## config.mk

```make
export PLATFORM = sky130hd
export DESIGN_NAME = serial_sub_8bit
export DESIGN_NICKNAME = d
export VERILOG_FILES = /design/src/rtl/sub_pkg.sv /design/src/rtl/serial_sub_cell.sv /design/src/rtl/serial_sub_8bit.sv
export SDC_FILE = /design/constraint.sdc
export NUM_CORES = 1
export LEC_CHECK = 0
export BUFFER_PORTS_ARGS = -buffer_cell sky130_fd_sc_hd__buf_2
export CAP_MARGIN = 40
export CORE_MARGIN = 8
export CORE_UTILIZATION = 40
export DETAILED_ROUTE_END_ITERATION = 6
export SLEW_MARGIN = 20
export SYNTH_ARGS = -nofsm -noshare
export SYNTH_HDL_FRONTEND = slang
export SYNTH_HIERARCHICAL = 1
export SYNTH_SLANG_ARGS = --single-unit
```

## constraint.sdc

```tcl
create_clock -name clk -period 1.7 [get_ports clk]
set_input_delay 0.34 -clock clk [delete_from_list [all_inputs] [get_ports clk]]
set_output_delay 0.34 -clock clk [all_outputs]
set_load 0.005 [all_outputs]
```

## src/rtl/sub_pkg.sv

```systemverilog
// Shared definitions for the bit-serial subtractor: FSM encoding, default width
// and the counter-width helper.
package sub_pkg;

    localparam int DEF_WIDTH = 8;

    localparam logic [1:0] ST_IDLE = 2'd0;
    localparam logic [1:0] ST_RUN  = 2'd1;
    localparam logic [1:0] ST_DONE = 2'd2;

    // A single-step operation still needs a one-bit counter.
    function automatic int cnt_w(input int width);
        return (width > 1) ? $clog2(width) : 1;
    endfunction

    localparam int CNT_W = cnt_w(DEF_WIDTH);

endpackage

```

## src/rtl/serial_sub_cell.sv

```systemverilog
// One-bit full subtractor built from primitive gates: d = a-b-bin, bout = borrow out.
module serial_sub_cell (
    input  logic a,
    input  logic b,
    input  logic bin,
    output logic d,
    output logic bout
);

    logic axb_s;
    logic na_s;
    logic naxb_s;
    logic t0_s;
    logic t1_s;

    xor g_axb  (axb_s, a, b);
    xor g_d    (d, axb_s, bin);
    not g_na   (na_s, a);
    not g_naxb (naxb_s, axb_s);
    and g_t0   (t0_s, na_s, b);
    and g_t1   (t1_s, naxb_s, bin);
    or  g_bout (bout, t0_s, t1_s);

endmodule

```

## src/rtl/serial_sub_8bit.sv

```systemverilog
// Bit-serial subtractor: Dout = Ain - Bin - Bi, processed LSB first through one
// full-subtractor cell, with a start/busy/done handshake.
module serial_sub_8bit
    import sub_pkg::*;
#(
    parameter int WIDTH = DEF_WIDTH
) (
    input  logic             clk,
    input  logic             rst_n,
    input  logic             start,
    input  logic [WIDTH-1:0] Ain,
    input  logic [WIDTH-1:0] Bin,
    input  logic             Bi,
    output logic             busy,
    output logic             done,
    output logic [WIDTH-1:0] Dout,
    output logic             Bo
);

    localparam int CW = cnt_w(WIDTH);
    localparam logic [CW-1:0] CNT_LAST = CW'(WIDTH - 1);
    localparam logic [CW-1:0] CNT_ONE  = CW'(1);

    logic [1:0]       state_r;
    logic [1:0]       state_nxt_s;
    logic [WIDTH-1:0] a_r;
    logic [WIDTH-1:0] b_r;
    logic [WIDTH-1:0] res_r;
    logic             borrow_r;
    logic [CW-1:0]    cnt_r;
    logic             busy_r;
    logic             done_r;
    logic [WIDTH-1:0] dout_r;
    logic             bo_r;

    logic             d_s;
    logic             bout_s;
    logic             accept_s;
    logic             last_s;

    serial_sub_cell u_cell (
        .a    (a_r[0]),
        .b    (b_r[0]),
        .bin  (borrow_r),
        .d    (d_s),
        .bout (bout_s)
    );

    // Requests are only taken outside RUN, so a start while busy is ignored.
    assign accept_s = start && (state_r != ST_RUN);
    assign last_s   = (state_r == ST_RUN) && (cnt_r == CNT_LAST);

    // Next-state decode for the IDLE/RUN/DONE sequencer.
    always_comb begin
        state_nxt_s = ST_IDLE;
        case (state_r)
            ST_IDLE: begin
                if (accept_s) begin
                    state_nxt_s = ST_RUN;
                end else begin
                    state_nxt_s = ST_IDLE;
                end
            end
            ST_RUN: begin
                if (last_s) begin
                    state_nxt_s = ST_DONE;
                end else begin
                    state_nxt_s = ST_RUN;
                end
            end
            ST_DONE: begin
                if (accept_s) begin
                    state_nxt_s = ST_RUN;
                end else begin
                    state_nxt_s = ST_IDLE;
                end
            end
            default: state_nxt_s = ST_IDLE;
        endcase
    end

    // State register plus busy/done, registered from the next state.
    always_ff @(posedge clk or negedge rst_n) begin
        if (!rst_n) begin
            state_r <= ST_IDLE;
            busy_r  <= 1'b0;
            done_r  <= 1'b0;
        end else begin
            state_r <= state_nxt_s;
            busy_r  <= (state_nxt_s == ST_RUN);
            done_r  <= (state_nxt_s == ST_DONE);
        end
    end

    // Operand shift registers, borrow chain, partial result and step counter.
    always_ff @(posedge clk or negedge rst_n) begin
        if (!rst_n) begin
            a_r      <= '0;
            b_r      <= '0;
            res_r    <= '0;
            borrow_r <= 1'b0;
            cnt_r    <= '0;
        end else if (accept_s) begin
            a_r      <= Ain;
            b_r      <= Bin;
            borrow_r <= Bi;
            cnt_r    <= '0;
        end else if (state_r == ST_RUN) begin
            a_r      <= {1'b0, a_r[WIDTH-1:1]};
            b_r      <= {1'b0, b_r[WIDTH-1:1]};
            res_r    <= {d_s, res_r[WIDTH-1:1]};
            borrow_r <= bout_s;
            cnt_r    <= cnt_r + CNT_ONE;
        end else begin
            a_r      <= a_r;
            b_r      <= b_r;
            res_r    <= res_r;
            borrow_r <= borrow_r;
            cnt_r    <= cnt_r;
        end
    end

    // Visible result changes only on the final step, so Dout/Bo hold during RUN.
    always_ff @(posedge clk or negedge rst_n) begin
        if (!rst_n) begin
            dout_r <= '0;
            bo_r   <= 1'b0;
        end else if (last_s) begin
            dout_r <= {d_s, res_r[WIDTH-1:1]};
            bo_r   <= bout_s;
        end else begin
            dout_r <= dout_r;
            bo_r   <= bo_r;
        end
    end

    assign busy = busy_r;
    assign done = done_r;
    assign Dout = dout_r;
    assign Bo   = bo_r;

endmodule

```

==> results of run 1 <==
==> cell usage after synthesis (all sizes together) <==
cell and instances:
and2b 1, buf 6, dfrtp 40, fa 1, ha 2, inv 5, mux2 50, mux2i 3
nand2b 2, nand3b 1, nor2 3, nor2b 2
==> critical path: stages (launching register included) <==
cell and delay, ns:
dfrtp_1 0.40, ha_1 0.20, ha_1 0.19, nand3b_1 0.18
buf_12 0.16, mux2_2 0.33
==> cell families (layout without fill, tap and decap cells) <==
group | count (synthesis) | count (layout) | synth area share [%]
fa+ha+maj | 3 | 3 | 2.38
buf+inv | 11 | 47 | 4.24
flops | 40 | 40 | 52.9
mux | 53 | 53 | 37.7
simple gates | 9 | 9 | 2.71
==> power breakdown <==
group          total, mW  internal, mW  switching, mW  leakage (nW)
Combinational       1.60          1.07          0.529         0.579
Sequential          1.64          1.39          0.250         0.494
Clock              0.577         0.279          0.298        0.0410
==> layout make-up <==
cell class | count | area [um^2] | area share (%)
clock inverter | 1 | 5.00 | 0.226
multi-input combinational | 65 | 810 | 36.6
tap | 54 | 67.6 | 3.05
clock buffer | 6 | 72.6 | 3.28
sequential | 40 | 1000 | 45.2
timing repair buffer | 35 | 238 | 10.7
inverter | 5 | 18.8 | 0.848
==> stage by stage <==
| step | cell area, um^2 | setup WS (ns) | hold slack [ns] |
|---|---|---|---|
| 6_report | 2210 | 0.127 | 0.00899 |
| 2_1_floorplan | 1890 | 0.192 | 0.0444 |
| 5_1_grt | 2210 | 0.0438 | 0.0340 |
| 4_1_cts | 2210 | 0.119 | 0.0140 |
| 3_5_place_dp | 2130 | 0.135 | 0.329 |
| 3_3_place_gp | 2130 | 0.153 | 0.319 |
==> routing by layer <==
| layer | vias to the layer above | track usage, % | part of all wire (%) |
|---|---|---|---|
| li1 | 467 | - | - |
| met1 | 484 | 11.6 | 45 |
| met2 | 23 | 15.0 | 46 |
| met3 | 5 | 4.39 | 7.0 |
| met4 | 0 | 4.85 | 1.9 |
| met5 | - | 0 | 0 |
==> sequential cells by signal, indices dropped and copies added (netlist names) <==
| name | flops |
|---|---|
| busy | 1 |
| state_r | 2 |
| Bo | 1 |
| a_r | 8 |
| done | 1 |
| borrow_r | 1 |
| cnt_r | 3 |
| b_r | 8 |
| Dout | 8 |
| res_r | 7 |
==> path summary, 6_finish.rpt <==
path / from / to / cells past startpoint
hold / removal: rst_n / b_r[4]$_DFFE_PN0P_ / 1
max in group asynchronous: rst_n / state_r[1]$_DFF_PN0_ / 2
hold reg to reg: cnt_r[0]$_DFFE_PN0P_ / cnt_r[0]$_DFFE_PN0P_ / 1
min in group clk: Bin[7] / b_r[7]$_DFFE_PN0P_ / 3
setup / recovery: cnt_r[0]$_DFFE_PN0P_ / Dout[4]$_DFFE_PN0P_ / 5
setup reg to reg: cnt_r[0]$_DFFE_PN0P_ / Dout[4]$_DFFE_PN0P_ / 5
==> results.txt, run 1 <==
area grow syn2layout - 17.0%
Cell Area, Synth - 1890 um^2
total die area - 7180 um^2
Setup violations, final - 0
IO Count - 31
Final GP Congestion - 0.680
leakage - 1.11 nW
most frequent cells in the layout - dfrtp_1, mux2_4, buf_2, mux2_2
Max-Cap Viols - 0
share of cells above drive strength 1 - 59.9%
CTS Hold Bufs - 0
Yosys top cell by area - dfrtp_1
CTS sink cnt - 40
final cell count without fillers - 206
fin crit share - 92.5%
Hold Crit Class - input pin to async pin
Synth cell types - 14
WP data required - 1.87 ns
Hold Fails Final Rpt - 0
Pre-antenna DRT Iters - 2
CP Class - register to register
Site Rows - 25
Synthesis Warnings - 6
Syn Nets - 139
number of post-CTS setup repair buffers - 0
Avg Inst Size Synth - 16.3 um^2
Gate Count Post-Synth - 116
top post-synthesis cells by area - dfrtp_1, mux2_4, mux2_2
core box area - 4630 um^2
Max clock buf depth - 2
Root Buffer - clkbuf_8
Die Width - 84.8 um
Filler cells - 419
TritonCTS clock tree - built
total grt overflow - 0
Worst IR Drop VDD - 0.000787 V
cts repair resizes - 0
slew of the pin with the lowest slew margin - 0.478 ns
Highest Clock Rate - 636 MHz
Placed Cells - 199
status - finished clean
Die H - 84.8 um
TNS Setup - 0 ns
WP data arrival - 1.74 ns
Setup crit end kind - register
IO buf count - 30
Skew-Pair Late Insertion Delay - 0.28 ns
Tmin final - 1.57 ns
H-Tree Depth - 2
DR iter-0 viols - 8
largest net degree at the start of global routing - 23
first-pass GRT wire length - 5460 um
RSZ-0062 raised after global routing - false
DP HPWL - 2220 um
fin. max-slew vios - 0
Nets - 175
CP Launch Type - register
total power - 3.81 mW
per-cell routed wire length - 15.1 um
vias in the first global route - 1121
Starting Density - 40.8%
fin util - 47.8%
Setup Skew - 0.00451 ns
initial antenna violation count - 0
register area share after synthesis - 52.9%
Worst-path clk slew - 0.07 ns
vias per inst - 4.75
total wire length - 3110 um
Critical Path Fanout Max - 9
CTS Buf Count - 5
DRC Markers - 0
Worst slew margin - 68.1%
vias post-DR - 979
count of state elements after synthesis - 40
PwrDens - 1720 nW/um^2
Total GRT Usage - 9.89%
most common cell after layout, fill and taps aside - dfrtp_1
Post-DRT Antenna Nets - 0
antenna cell count - 0
post-synth top area share - 52.9%
flop-to-flop setup slack - 0.13 ns
No activity file was read; power rests on OpenSTA's default activity.
==> run 2: changes to the inputs <==
Settings changed: ABC_AREA from default to 1.
==> run 2 against run 1 <==
  * The run now ends with hold timing left
  * Die area decreased by 4.7%
  * Setup slack improved by 0.28 ns
  * Maximum frequency increased by 21%
  * Register-to-register slack improved by 0.28 ns
  * Combinational power shrank 23%
  * Worst hold slack got worse by 0.0098 ns
  * Critical path depth grew 1
  * Area after synthesis down 5.8%
  * Total power fell by 8.8%
==> results.txt, run 2 <==
Avg Inst Size Synth - 9.52 um^2 (-42%)
TritonCTS clock tree - built
total grt overflow - 0 (unchanged)
top-count cell post-synth - nand2_1
Critical Path Fanout Max - 10 (+1)
vias in the first global route - 1399 (+25%)
slew of the pin with the lowest slew margin - 0.482 ns (+0.00318 ns)
flop-to-flop setup slack - 0.41 ns (+0.28 ns)
asr flop ratio synth - 100% (unchanged)
total die area - 6840 um^2 (-4.7%)
Most used DFF post-synth - dfrtp_1
crit-path cells - ha_1 > ha_1 > inv_1 > nor2_4 > nand2_1 > nand2_1
commonest cells in the netlist - nand2_1, nand3_1, dfrtp_1, inv_1
count of state elements after synthesis - 40 (unchanged)
Max-Cap Viols - 0 (unchanged)
RSZ-0062 raised after global routing - false
status - complete, but fails checks
Total GRT Usage - 11.6% (+1.7 points)
CP Launch Type - register
H-Tree Depth - 2 (unchanged)
per-cell routed wire length - 12.5 um (-17%)
combinational family with the most area after synthesis - simple AND/OR/NAND/NOR gates
Post-DRT Antenna Nets - 0 (unchanged)
Hold Fails Final Rpt - 8 (+8)
Hold Slack - -0.000858 ns (-0.00985 ns)
XOR/XNOR Fraction of Synth Area - 0% (unchanged)
initial antenna violation count - 0 (unchanged)
TNS Setup - 0 ns (unchanged)
most common cell after layout, fill and taps aside - nand2_1
Worst IR Drop VDD - 0.000719 V (-8.6%)
failing checks - hold timing
core box area - 4320 um^2 (-6.6%)
IO buf count - 30 (unchanged)
post-synth top area share - 56.2% (+3.3 points)
Pre-antenna DRT Iters - 4 (+2)
Die Width - 82.7 um (-2.4%)
DP HPWL - 2320 um (+4.8%)
EDFF count, synth - 0 (unchanged)
largest net degree at the start of global routing - 29 (+26%)
register area share after synthesis - 56.2% (+3.3 points)
Highest Clock Rate - 772 MHz (+21%)
Starting Density - 41.2% (+0.34 points)
CP Class - register to register
top post-synthesis cells by area - dfrtp_1, nand3_1, nand2_1
simple-gate area share of the yosys netlist - 30.8% (+28 points)
fin crit share - 76.2% (-16 points)
Hold Crit Class - input pin to async pin
Max clock buf depth - 2 (unchanged)
CTS sink cnt - 40 (unchanged)
slowest cell on the critical path - dfrtp_1
total wire length - 3380 um (+8.4%)
leakage - 1.06 nW (-4.6%)
Final Instance Area - 2070 um^2 (-6.5%)
PwrDens - 1680 nW/um^2 (-2.5%)
Final GP Congestion - 0.740 (+8.8%)
share of cells above drive strength 1 - 26.6% (-33 points)
Yosys top cell by area - dfrtp_1
Setup violations, final - 0 (unchanged)
fin. max-slew vios - 0 (unchanged)
Largest stage delay, worst path - 0.39 ns (about the same)
mux share of post-synthesis cell area - 0% (-38 points)
Crit path max-delay family - flip-flops
DRC Markers - 0 (unchanged)
post-synthesis compound-gate area fraction - 3.51% (+3.5 points)
DR iter-0 viols - 78 (+70)
Worst-path clk slew - 0.07 ns (about the same)
Setup crit end kind - register
Skew-Pair Late Insertion Delay - 0.29 ns (about the same)
CP bufs+invs - 1 (unchanged)
Gate Count Post-Synth - 187 (+61%)
CTS Buf Count - 5 (unchanged)
Worst slew margin - 67.9% (-0.21 points)
Setup WS pre-CTS - 0.404 ns (+0.269 ns)
area grow syn2layout - 16.2%
Tmin final - 1.29 ns (-0.278 ns)
total power - 3.48 mW (-8.8%)
Cell Area, Placed - 1970 um^2 (-7.6%)
CTS Hold Bufs - 0 (unchanged)
cts repair resizes - 0 (unchanged)
WP data arrival - 1.53 ns (-0.21 ns)
Syn Nets - 210 (+51%)
Synth cell types - 17 (+3)
number of post-CTS setup repair buffers - 0 (unchanged)
Cell Area, Synth - 1780 um^2 (-5.8%)
RR Startpoint - cnt_r[0]$_DFFE_PN0P_
Site Rows - 24 (-4.0%)
Setup Skew - 0.00347 ns (-0.00103 ns)
Die H - 82.7 um (-2.4%)
first-pass GRT wire length - 6020 um (+10%)
IO Count - 31 (unchanged)
Synthesis Warnings - 6 (unchanged)
vias per inst - 4.84 (+1.9%)
WP data required - 1.93 ns (+0.06 ns)
vias post-DR - 1307 (+34%)
antenna cell count - 0 (unchanged)
final worst slack - 0.405 ns (+0.278 ns)
Post-Synth Adder-Cell Area - 2.53% (+0.15 points)
Nets - 241 (+38%)
most frequent cells in the layout - nand2_1, nand3_1, dfrtp_1, buf_2, inv_1
Root Buffer - clkbuf_8
CP Launch Point - cnt_r[0]$_DFFE_PN0P_
## run 2: worst paths after layout
check	end	depth (start not counted)
hold / removal	Dout[1]$_DFFE_PN0P_	1
max in group asynchronous	b_r[3]$_DFFE_PN0P_	2
setup / recovery	Dout[1]$_DFFE_PN0P_	6
min in group clk	a_r[7]$_DFFE_PN0P_	3
setup reg to reg	Dout[1]$_DFFE_PN0P_	6
hold reg to reg	Dout[3]$_DFFE_PN0P_	2
## run 2: final cells by class
class                           instances  area (um^2)
Timing Repair Buffer                   35          213
Clock buffer                            7         96.3
Multi-Input combinational cell        126          656
Tap cell                               52         65.1
Inverter                               10         37.5
Fill cell                             433         2260
Sequential cell                        40         1000
## run 2: cells by family after synthesis
logic type / Yosys count
AND/OR/NAND/NOR: 114
flip-flops: 40
buffers and inverters: 21
AO/OA/AOI/OAI: 9
adder cells (fa/ha/maj): 3
## run 2: metrics by stage
stage               utilization [%]  std cells
finish                         47.8        270
global route                   47.8        270
CTS                            47.8        270
detailed placement             45.6        263
global placement               45.6        263
floorplan                         -        187
## run 2: where the power goes
part           leakage, nW  switching (mW)  internal (mW)
combinational        0.503           0.720          0.511
sequential           0.510           0.223           1.35
clock               0.0503           0.314          0.361
## run 2: metal layers
layer  share of wire, %  routed length [um]  track usage [%]  vias to the layer above
li1                   -                   -                -                      675
met3                6.3                 212             3.68                        7
met5                  0                   0                0                        -
met2                 44                1480             18.0                       31
met4                2.4                  82             7.24                        0
met1                 47                1600             13.6                      594
==> run 3: changes to the inputs <==
Clock period 1.7 ns to 1.14 ns, I/O delays scaled along.
==> run 3 against run 2 <==
  * The run ends with setup timing left
  * Setup slack worse by 0.41 ns
  * Maximum frequency is 13% higher
  * Design area grew 12%
  * Non-clock buffer count up 17
  * Combinational power up 110%
  * Clock power rose by 69%
  * Worst hold slack better by 0.17 ns
  * Clock skew rose by 0.0041 ns
  * Die area stayed put
  * Highest routed layer unchanged
==> results.txt, run 3 (same netlist as run 2, synthesis figures left out) <==
Post-DRT Antenna Nets - 0 (unchanged)
hold depth - 3
RR Startpoint - borrow_r$_DFFE_PN0P_
total wire length - 3750 um (+11%)
vias per inst - 4.82 (-0.36%)
Setup crit end kind - register
Register Area - 1000 um^2 (+0.12%)
fin. max-slew vios - 0 (unchanged)
vias in the first global route - 1412 (+0.93%)
CP Launch Type - register
DRC Markers - 0 (unchanged)
DR iter-0 viols - 58 (-26%)
failing checks - setup timing
final cell count without fillers - 289 (+7.0%)
Critical Path Fanout Max - 2 (-8)
largest net degree at the start of global routing - 41 (+41%)
Worst slew margin - 85.5% (+18 points)
WP data arrival - 1.36 ns (-0.17 ns)
most common cell after layout, fill and taps aside - nand2_1
Worst R2R Path Depth - 4 (-2)
status - complete, but fails checks
Final Instance Area - 2310 um^2 (+12%)
CP Class - register to register
total die area - 6840 um^2 (unchanged)
area grow syn2layout - 29.9%
H-Tree Depth - 2 (unchanged)
Hold Fails Final Rpt - 0 (-8)
total power - 6.06 mW (+74%)
fin crit share - 100% (+24 points)
Die Width - 82.7 um (unchanged)
Hold Crit Start - Ain[7]
TritonCTS clock tree - built
initial antenna violation count - 0 (unchanged)
Nets - 259 (+7.5%)
Max-Cap Viols - 0 (unchanged)
Max clock buf depth - 2 (unchanged)
fin util - 53.5% (+5.7 points)
flop-to-flop setup slack - -0.003 ns (-0.41 ns)
CTS Buf Count - 5 (unchanged)
Skew-Pair Late Insertion Delay - 0.29 ns (about the same)
Placed Cells - 268 (+1.9%)
Die H - 82.7 um (unchanged)
Tmin final - 1.14 ns (-0.152 ns)
first-pass GRT wire length - 6140 um (+2.0%)
leakage - 1.18 nW (+11%)
Highest Clock Rate - 875 MHz (+13%)
Site Rows - 24 (unchanged)
Reg2Reg Capture Point - res_r[7]$_DFFE_PN0P_
antenna cell count - 0 (unchanged)
Filler cells - 418 (-3.5%)
Starting Density - 41.2% (unchanged)
Worst-path clk slew - 0.08 ns (about the same)
Root Buffer - clkbuf_8
final worst slack - -0.00267 ns (-0.408 ns)
per-cell routed wire length - 13.0 um (+3.8%)
Worst Hold End - a_r[7]$_DFFE_PN0P_
Final GP Congestion - 0.700 (-5.5%)
IO Count - 31 (unchanged)
vias post-DR - 1394 (+6.7%)
Worst IR Drop VDD - 0.00107 V (+49%)
Setup Skew - 0.00755 ns (+0.00408 ns)
Hold Crit Class - input pin to register
total grt overflow - 0 (unchanged)
most frequent cells in the layout - nand2_1, nand3_1, dfrtp_1, buf_2, buf_4
CTS sink cnt - 40 (unchanged)
RSZ-0062 raised after global routing - true
slew of the pin with the lowest slew margin - 0.218 ns (-0.264 ns)
PwrDens - 2620 nW/um^2 (+56%)
WP data required - 1.36 ns (-0.57 ns)
Setup violations, final - 1 (+1)
area occupied by multi-input gates - 708 um^2 (+8.0%)
DP HPWL - 2340 um (+0.63%)
Hold Slack - 0.166 ns (+0.167 ns)
share of cells above drive strength 1 - 35.9% (+9.3 points)
Total GRT Usage - 11.5% (-0.083 points)
core box area - 4320 um^2 (unchanged)
IO buf count - 30 (unchanged)
Pre-antenna DRT Iters - 4 (unchanged)
Cell Area, Placed - 2020 um^2 (+2.7%)
[run 3: layout make-up]
cell class | count | area share (%)
inverter | 10 | 1.84
tap | 52 | 2.81
timing repair buffer | 52 | 16.6
clock buffer | 5 | 2.97
clock inverter | 3 | 1.84
multi-input combinational | 127 | 30.6
sequential | 40 | 43.3
[run 3: timing repair]
action                                  in CTS  in global routing
endpoints found under the setup margin      10                 31
pin swaps                                    4                  4
endpoints found under the hold margin       40                  0
cloned                                       1                  2
setup buffers                                1                  8
resized for setup                            8                  8
hold buffers                                 1                  0
[run 3: worst max path at each step]
| stage | from | cells past startpoint | endpoint | slack [ns] |
|---|---|---|---|---|
| final | borrow_r$_DFFE_PN0P_ | 4 | res_r[7]$_DFFE_PN0P_ | -0.003 |
| after global routing | cnt_r[1]$_DFFE_PN0P_ | 6 | Bo$_DFFE_PN0P_ | -0.07 |
| after CTS | borrow_r$_DFFE_PN0P_ | 4 | res_r[7]$_DFFE_PN0P_ | -0.008 |
| after detailed placement | cnt_r[0]$_DFFE_PN0P_ | 6 | Bo$_DFFE_PN0P_ | -0.06 |
| after global placement | cnt_r[0]$_DFFE_PN0P_ | 6 | Dout[2]$_DFFE_PN0P_ | -0.03 |
| after floorplan | cnt_r[0]$_DFFE_PN0P_ | 6 | Dout[1]$_DFFE_PN0P_ | 0.01 |
[run 3: per-layer routing]
| layer | GRT usage (%) | share of wire (%) | up-vias |
|---|---|---|---|
| li1 | - | - | 707 |
| met1 | 13.6 | 48 | 650 |
| met2 | 18.9 | 46 | 33 |
| met3 | 3.79 | 5.7 | 4 |
| met4 | 4.66 | 1.2 | 0 |
| met5 | 0 | 0 | - |
[run 3: per-stage QoR]
| stage | worst slack (ns) | TNS (ns) |
|---|---|---|
| after floorplan | 0.0140 | 0 |
| after global placement | -0.0266 | -0.209 |
| after detailed placement | -0.0634 | -0.437 |
| after CTS | -0.00833 | -0.00833 |
| after global routing | -0.0678 | -0.405 |
| final | -0.00267 | -0.00267 |
[run 3: power by group]
part / internal, mW / switching [mW]
registers: 2.01 / 0.349
clock network: 0.648 / 0.495
logic: 1.26 / 1.30
total: 3.92 / 2.14
[run 3: worst max-delay path: stages, from the launching register on]
cell and delay [ns]:
dfrtp_1 0.36, inv_2 0.04, fa_1 0.55, nand2_1 0.05, o21ai_1 0.07
